**src/rtl/pc_sequencer.sv**
```systemverilog
// pc_sequencer: architectural program counter with next-PC selection.
// Each cycle the next fetch address is one of: sequential, conditional
// branch, J-type jump or jump-register. Stall holds the PC, and halt
// freezes it until reset.
// Optional feature macro: PC_SEQUENCER_EXC_EN adds the exc/eret/epc ports,
// exception entry to EXC_VECTOR and return from exception.
//
// Handshake note: there is no valid/ready pairing here. Every control
// input is sampled on each rising edge. Priority is
// reset > exc > stall > halt > eret > npc_sel.
module pc_sequencer #(
    parameter int               WIDTH        = 32,
    parameter logic [WIDTH-1:0] RESET_VECTOR = WIDTH'(32'h00400000),
    parameter int               INSN_BYTES   = 4,
    parameter logic [WIDTH-1:0] EXC_VECTOR   = WIDTH'(32'h80000180)
) (
    input  logic             clk,
    input  logic             reset,
    input  logic             stall,
    input  logic             halt,
    input  logic [1:0]       npc_sel,
    input  logic             br_taken,
    input  logic [15:0]      imm16,
    input  logic [25:0]      target26,
    input  logic [WIDTH-1:0] rs_data,
`ifdef PC_SEQUENCER_EXC_EN
    input  logic             exc,
    input  logic             eret,
    output logic [WIDTH-1:0] epc,
`endif
    output logic [WIDTH-1:0] pc,
    output logic [WIDTH-1:0] pc_plus4,
    output logic [WIDTH-1:0] link_addr,
    output logic             halted,
    output logic             misaligned
);

    typedef enum logic {
        ST_RUN    = 1'b0,
        ST_HALTED = 1'b1
    } state_t;

    localparam logic [1:0] SEL_SEQ = 2'd0;
    localparam logic [1:0] SEL_BR  = 2'd1;
    localparam logic [1:0] SEL_J   = 2'd2;
    localparam logic [1:0] SEL_JR  = 2'd3;

    state_t           state_q, state_d;
    logic [WIDTH-1:0] pc_q, pc_d;
    logic             halted_q, halted_d;
    logic             mis_q, mis_d;

    logic [WIDTH-1:0] seq_addr;
    logic [WIDTH-1:0] br_offset;
    logic [WIDTH-1:0] br_target;
    logic [WIDTH-1:0] j_target;
    logic [WIDTH-1:0] jr_target;

    // The exception path collapses to constants when the feature is off,
    // so the mux below stays the same in both builds.
    logic             exc_req;
    logic             eret_req;
    logic [WIDTH-1:0] epc_val;

`ifdef PC_SEQUENCER_EXC_EN
    logic [WIDTH-1:0] epc_q, epc_d;
    assign exc_req  = exc;
    assign eret_req = eret;
    assign epc_val  = epc_q;
    assign epc      = epc_q;
`else
    assign exc_req  = 1'b0;
    assign eret_req = 1'b0;
    assign epc_val  = EXC_VECTOR;
`endif

    // Candidate addresses. All arithmetic wraps modulo 2^WIDTH.
    // The jump keeps the upper bits of pc_plus4, not of pc.
    always_comb begin
        seq_addr  = pc_q + WIDTH'(INSN_BYTES);
        br_offset = {{(WIDTH-18){imm16[15]}}, imm16, 2'b00};
        br_target = br_taken ? (seq_addr + br_offset) : seq_addr;
        j_target  = (seq_addr & ~WIDTH'(28'hFFFFFFF)) | WIDTH'({target26, 2'b00});
        jr_target = {rs_data[WIDTH-1:2], 2'b00};
    end

    // Next-state and next-PC selection, in priority order.
    always_comb begin
        state_d  = state_q;
        pc_d     = pc_q;
        halted_d = halted_q;
        mis_d    = mis_q;
`ifdef PC_SEQUENCER_EXC_EN
        epc_d    = epc_q;
`endif
        if (state_q == ST_RUN) begin
            if (exc_req) begin
                pc_d = EXC_VECTOR;
`ifdef PC_SEQUENCER_EXC_EN
                epc_d = pc_q;
`endif
            end else if (!stall) begin
                if (halt) begin
                    // pc is not updated on the edge that enters HALTED.
                    state_d  = ST_HALTED;
                    halted_d = 1'b1;
                end else if (eret_req) begin
                    pc_d = epc_val;
                end else begin
                    case (npc_sel)
                        SEL_SEQ: pc_d = seq_addr;
                        SEL_BR:  pc_d = br_target;
                        SEL_J:   pc_d = j_target;
                        SEL_JR: begin
                            pc_d = jr_target;
                            if (rs_data[1:0] != 2'b00) begin
                                mis_d = 1'b1;
                            end
                        end
                    endcase
                end
            end
        end
    end

    // State registers. Reset overrides everything, including HALTED.
    always_ff @(posedge clk) begin
        if (reset) begin
            state_q  <= ST_RUN;
            pc_q     <= RESET_VECTOR;
            halted_q <= 1'b0;
            mis_q    <= 1'b0;
`ifdef PC_SEQUENCER_EXC_EN
            epc_q    <= '0;
`endif
        end else begin
            state_q  <= state_d;
            pc_q     <= pc_d;
            halted_q <= halted_d;
            mis_q    <= mis_d;
`ifdef PC_SEQUENCER_EXC_EN
            epc_q    <= epc_d;
`endif
        end
    end

    assign pc         = pc_q;
    assign pc_plus4   = seq_addr;
    assign link_addr  = seq_addr;
    assign halted     = halted_q;
    assign misaligned = mis_q;

endmodule

```
**config.mk**
```make
export PLATFORM = sky130hd
export DESIGN_NAME = pc_sequencer
export DESIGN_NICKNAME = d
export VERILOG_FILES = /design/src/rtl/pc_sequencer.sv
export SDC_FILE = /design/constraint.sdc
export NUM_CORES = 1
export LEC_CHECK = 0
export CORE_UTILIZATION = 45
export DETAILED_ROUTE_END_ITERATION = 6
export DONT_BUFFER_PORTS = 1
export HOLD_SLACK_MARGIN = 0.08
export PLACE_DENSITY = 0.73
export SYNTH_ARGS = -nofsm -noshare
export SYNTH_HDL_FRONTEND = slang
export SYNTH_SLANG_ARGS = --single-unit
```
**constraint.sdc**
```tcl
create_clock -name clk -period 3.49 [get_ports clk]
set_input_delay 1.047 -clock clk [delete_from_list [all_inputs] [get_ports clk]]
set_output_delay 1.047 -clock clk [all_outputs]
set_load 0.01 [all_outputs]
```
; ---- Word-level counts from Yosys, hierarchy flattened
; Cells that the tools add are included.
[classes]
bitwise_logic = 4
n_eq_ne = 3
addsub = 2
reduce_logical = 5
muxes = 5
[ops]
columns = cell, n
row1 = $pmux W32 S4, 1
row2 = $add A32 B3 Y32 const B, 1
row3 = $add A32 B32 Y32, 1
row4 = $mux W32, 1
row5 = $or A32 B28 Y32, 1
row6 = $reduce_and A3 Y1, 2
row7 = $reduce_and A5 Y1, 1
row8 = $eq A2 B2 Y1 const B, 2
row9 = $mux W1, 3
row10 = $not A1 Y1, 3
row11 = $eq A2 B1 Y1 const B, 1
row12 = $logic_not A2 Y1, 1
row13 = $reduce_bool A2 Y1, 1
[word_totals]
register_bits = 35
output_inout_bits = 98

; ---- Depth between registers and ports, before layout
[logic_depth]
depth_word = 4
mapped_depth = 18
ltp_nobuf = 16

; ---- Least setup slack after synthesis
; No wires, ideal clock.
[synth_path]
path_type = reg2reg
from = reg pc_q[2] (netlist: pc[2])
to = reg pc_q[31] (netlist: pc[31])
arrival_time_ns = 3.898
t_required_ns = 3.404
n_path_buf = 2
setup_time_ns = 0.086
synth_period_minus_slack_ns = 3.985
stages_incl_launch_ff = 19
setup_slack_ns = -0.495
path_cell_list = dfxtp_1 ha_1 nand4_1 nor4_2 and2_1 buf_2 nand4_1 xnor2_1 ha_1 clkbuf_1 a21oi_1 o221ai_1 a31o_2 and3_1 a41o_1 o21ai_0 nand3b_1 mux2i_1 a221oi_2
[synth_between]
elab_chain_cells = 4
elab_cells_between_ends = 5
cone_classes = 2 x add/sub / 2 x mux / 1 x bitwise
[synth_lines]
columns = item, line_no
row1 = start: declaration, 49  ; logic [WIDTH-1:0] pc_q, pc_d;
row2 = start signal: assignment, 138  ; pc_q <= pc_d;
row3 = $add A32 B3 Y32, 80  ; seq_addr = pc_q + WIDTH'(INSN_BYTES);
row4 = named net link_addr[18], 33  ; output logic [WIDTH-1:0] link_addr,
row5 = $add A32 B32 Y32, 82  ; br_target = br_taken ? (seq_addr + br_offset) : seq_addr;
row6 = $mux W32, 82
row7 = $pmux W32 S4, 110  ; case (npc_sel)
; The timed path passes the listed nets, and every way through them passes these cells.
; A chain may end at the register's enable or synchronous reset.

; ---- Worst setup path in the final report
[layout_path]
from = reg pc_q[2] (netlist: pc[2])
to = reg pc_q[31] (netlist: pc[31])
[layout_between]
elab_chain_cells = 4
elab_cells_between_ends = 5
cone_classes = 2 x add/sub / 2 x mux / 1 x bitwise
[layout_lines]
columns = item, line_no
row1 = $add A32 B3 Y32 *, 80
row2 = $add A32 B32 Y32, 82
row3 = $mux W32, 82
row4 = $pmux W32 S4 *, 110
; Mark *: on every way between the ends. The rest lies on a longest branch, timed or not.

==> results.md <==
- Min Hold Slack: 0.5033 ns
- Failing checks: setup timing
- Synth cell count leaders: 58 x nor2_1, 54 x a21oi_1, 47 x nand2_1
- Crit start category: flip-flop
- Dpl hpwl: 12600 microns
- First-pass GRT wire length: 24330 microns
- Area Overhead vs Synth: 35.83%
- Tcrit/Tclk final: 1.027
- Clk sinks: 33
- Synth Flop Type: dfxtp_1
- Full die area: 10350 sq um
- Post-synthesis sequential area ratio: 0.1476
- Crit end category: flip-flop
- DR vias: 5176
- Vias in the first global route: 4820
- Height of the die: 101.7 microns
- Crit path buf inv count: 2
- RSZ-0062 raised after global routing: true
- Worst Path Arrival: 3.79 ns
- Site Rows: 36
- Top delay family on crit path: simple AND/OR/NAND/NOR gates
- Gpl congestion: 0.9342
- DR DRC count: 0
- Peak fanout along the critical path: 4
- # fillers: 859
- Yosys warns: 0
- CP Data Required Time: 3.69 ns
- Endpoints failing setup: 5
- Hold Buf Count CTS: 0
- Skew-Pair Late Insertion Delay: 0.28 ns
- 1st-pass router iterations: 5
- Placeable Area: 9729 sq um
- Layout cells sized above 1: 0.3592
- Clock Skews: 0.004806 ns
- Routed len/inst: 20.17 microns
- Starting DRT DRC Count: 357
- Cell area after layout: 6081 sq um
- Post-synth EDFFs: 0
- Routed Antenna Nets: 0
- Antenna cells: 0
- Leakage dissipation: 2.604 nW
- Die width: 101.7 microns
- Setup ws final: -0.09496 ns
- Setup TNS: -0.1391 ns
- I/O pin count: 179
- Synth top area share: 0.1476
- Mapped Cells: 599
- I/O Buffers: 0
- Worst Hold Class: reg -> reg
- Max-cap viol count: 0
- Worst path cell trace: ha_4 > nand4_1 > nor4_4 > and2_4 > buf_6 > nand4_1 > buf_4 > xnor2_2 > ha_1 > nand2_1 > nor3_4 > and3_4 > a41o_1 > nor3_1 > nand3b_1 > mux2i_1 > a221oi_2
- Max VDD drop: 0.1568 mV
- Top cells by area, synth: dfxtp_1 15%, ha_1 9.5%, buf_4 6.2%
- Synth async-reset ratio: 0
- WS Path Type: reg -> reg
- Clk root buf: clkbuf_8
- Top cell type by total area after synthesis: dfxtp_1
- Initial antenna violation count: 0
- FF+latch count, synth: 33
- Max incr delay on CP: 0.36 ns
- Placed Area: 5336 sq um
- PwrDens: 245.2 nW/um^2
- Clk buf depth: 2
- GR Util All Layers: 0.3057
- Grt total ovfl: 0
- Status: finished with violations
- Worst Tran Pin Value: 0.6567 ns
- Drt total wl: 16720 microns
- Post-Place Cells: 793
- Via density: 6.244
- Pin count of the biggest net entering global routing: 44
- H-tree depth: 2
- Starting Density: 0.4601
- Fin. max-slew vios: 0
- Num CTS Buffers: 5
- Final worst path period need: 3.585 ns
- Yosys cell types: 74
- Clock slew at reported path FFs: 0.07 ns
- Final Hold Vio Count: 0
- Crit path top cell by count: nand4_1
- Nets: 811
- Final cell count without fillers: 829
- Max stage delay cell, worst path: dfxtp_4
- FMAX: 278.9 MHz
- Max transition margin: 0.5606
- Mapped cell area: 4477 sq um
- TritonCTS clock tree: built
- Count leader, synth: nor2_1
- Syn_area_per_cell: 7.474 sq um
## layout make-up
cell class / count / area [sq um] / area share
multi-input combinational: 488 / 3906 / 0.6424
inverter: 15 / 56.30 / 0.009259
timing repair buffer: 152 / 1189 / 0.1955
clock buffer: 8 / 90.09 / 0.01481
tap: 133 / 166.4 / 0.02737
sequential: 33 / 673.1 / 0.1107
## worst reg2reg max path: stages, from the launching register on
cell	delay (ns)
dfxtp_4	0.36
ha_4	0.13
nand4_1	0.19
nor4_4	0.24
and2_4	0.24
buf_6	0.13
nand4_1	0.13
buf_4	0.18
xnor2_2	0.14
ha_1	0.31
nand2_1	0.10
nor3_4	0.26
and3_4	0.21
a41o_1	0.18
nor3_1	0.06
nand3b_1	0.20
mux2i_1	0.16
a221oi_2	0.27
## stage by stage
step / setup slack, ns / utilization / total power [W]
final: -0.09496 / 0.6250 / 0.001491
after floorplan: -0.1513 / - / 0.0008893
after global routing: -0.2536 / 0.6250 / 0.001569
after global placement: -0.2316 / 0.5485 / 0.001075
after CTS: -0.01999 / 0.5918 / 0.001427
after detailed placement: -0.3481 / 0.5485 / 0.001086
## routing by layer
layer | wire, microns | track usage | vias to the layer above | share of wire
met5 | 0 | 0 | - | 0
met1 | 6417 | 0.3634 | 2476 | 0.38
li1 | - | - | 2374 | -
met3 | 1654 | 0.08006 | 48 | 0.099
met4 | 664 | 0.1271 | 0 | 0.040
met2 | 7987 | 0.5203 | 278 | 0.48
## registers in the layout (all words and copies together), names as in the netlist
| register | cells |
|---|---|
| pc | 30 |
| state_q | 1 |
| misaligned | 1 |
| halted | 1 |
## cell usage in the layout, fill, tap and decap left out, types with 4 or more instances in the layout
cell type	instances
a211oi_1	18
a21o_1	9
a21oi_1	46
a21oi_2	7
a221oi_2	5
a311oi_1	5
a31oi_1	5
and2_1	4
and3_4	4
buf_4	144
buf_6	6
clkbuf_8	6
conb_1	6
dfxtp_1	27
dfxtp_2	4
ha_1	23
ha_4	8
inv_1	15
mux2i_1	25
nand2_1	44
nand3_1	17
nand4_1	15
nor2_1	56
nor2b_1	5
nor3_1	11
o211ai_1	8
o21ai_0	18
o21ai_1	7
o21bai_1	5
or3_1	5
xnor2_1	18
xnor2_2	6
xnor2_4	5
xor2_1	13
## cell families (layout without fill, tap and decap cells)
kind of cell,Yosys count,count (layout),synth area share
buffers and inverters,83,175,0.1048
adder cells (fa/ha/maj),35,35,0.09950
flip-flops,33,33,0.1476
AND/OR/NAND/NOR,196,196,0.2225
XOR/XNOR,45,45,0.09223
AO/OA/AOI/OAI,179,179,0.2717
multiplexers,27,27,0.06093
other,1,6,0.0008377
## final timing paths
kind / slack (ns) / start / depth (start not counted) / endpoint
max: -0.09 / pc[2]$_SDFFE_PP0P_ / 17 / pc[31]$_SDFFE_PP0P_
min: 0.50 / misaligned$_SDFFE_PP0P_ / 2 / misaligned$_SDFFE_PP0P_
max reg2reg: -0.09 / pc[2]$_SDFFE_PP0P_ / 17 / pc[31]$_SDFFE_PP0P_
min reg2reg: 0.50 / misaligned$_SDFFE_PP0P_ / 2 / misaligned$_SDFFE_PP0P_
## power by group
part           internal, W  switching, W
sequential        0.000399     0.0000259
combinational     0.000358      0.000410
clock             0.000161      0.000137
## timing repair
action / in CTS / in global routing
buffers inserted: 17 / 13
hold endpoints to repair: 0 / 0
cloned: 0 / 0
resized for setup: 41 / 44
setup endpoints to repair: 16 / 19
pin swaps: 39 / 18
Power figures use the tool's default switching activity.
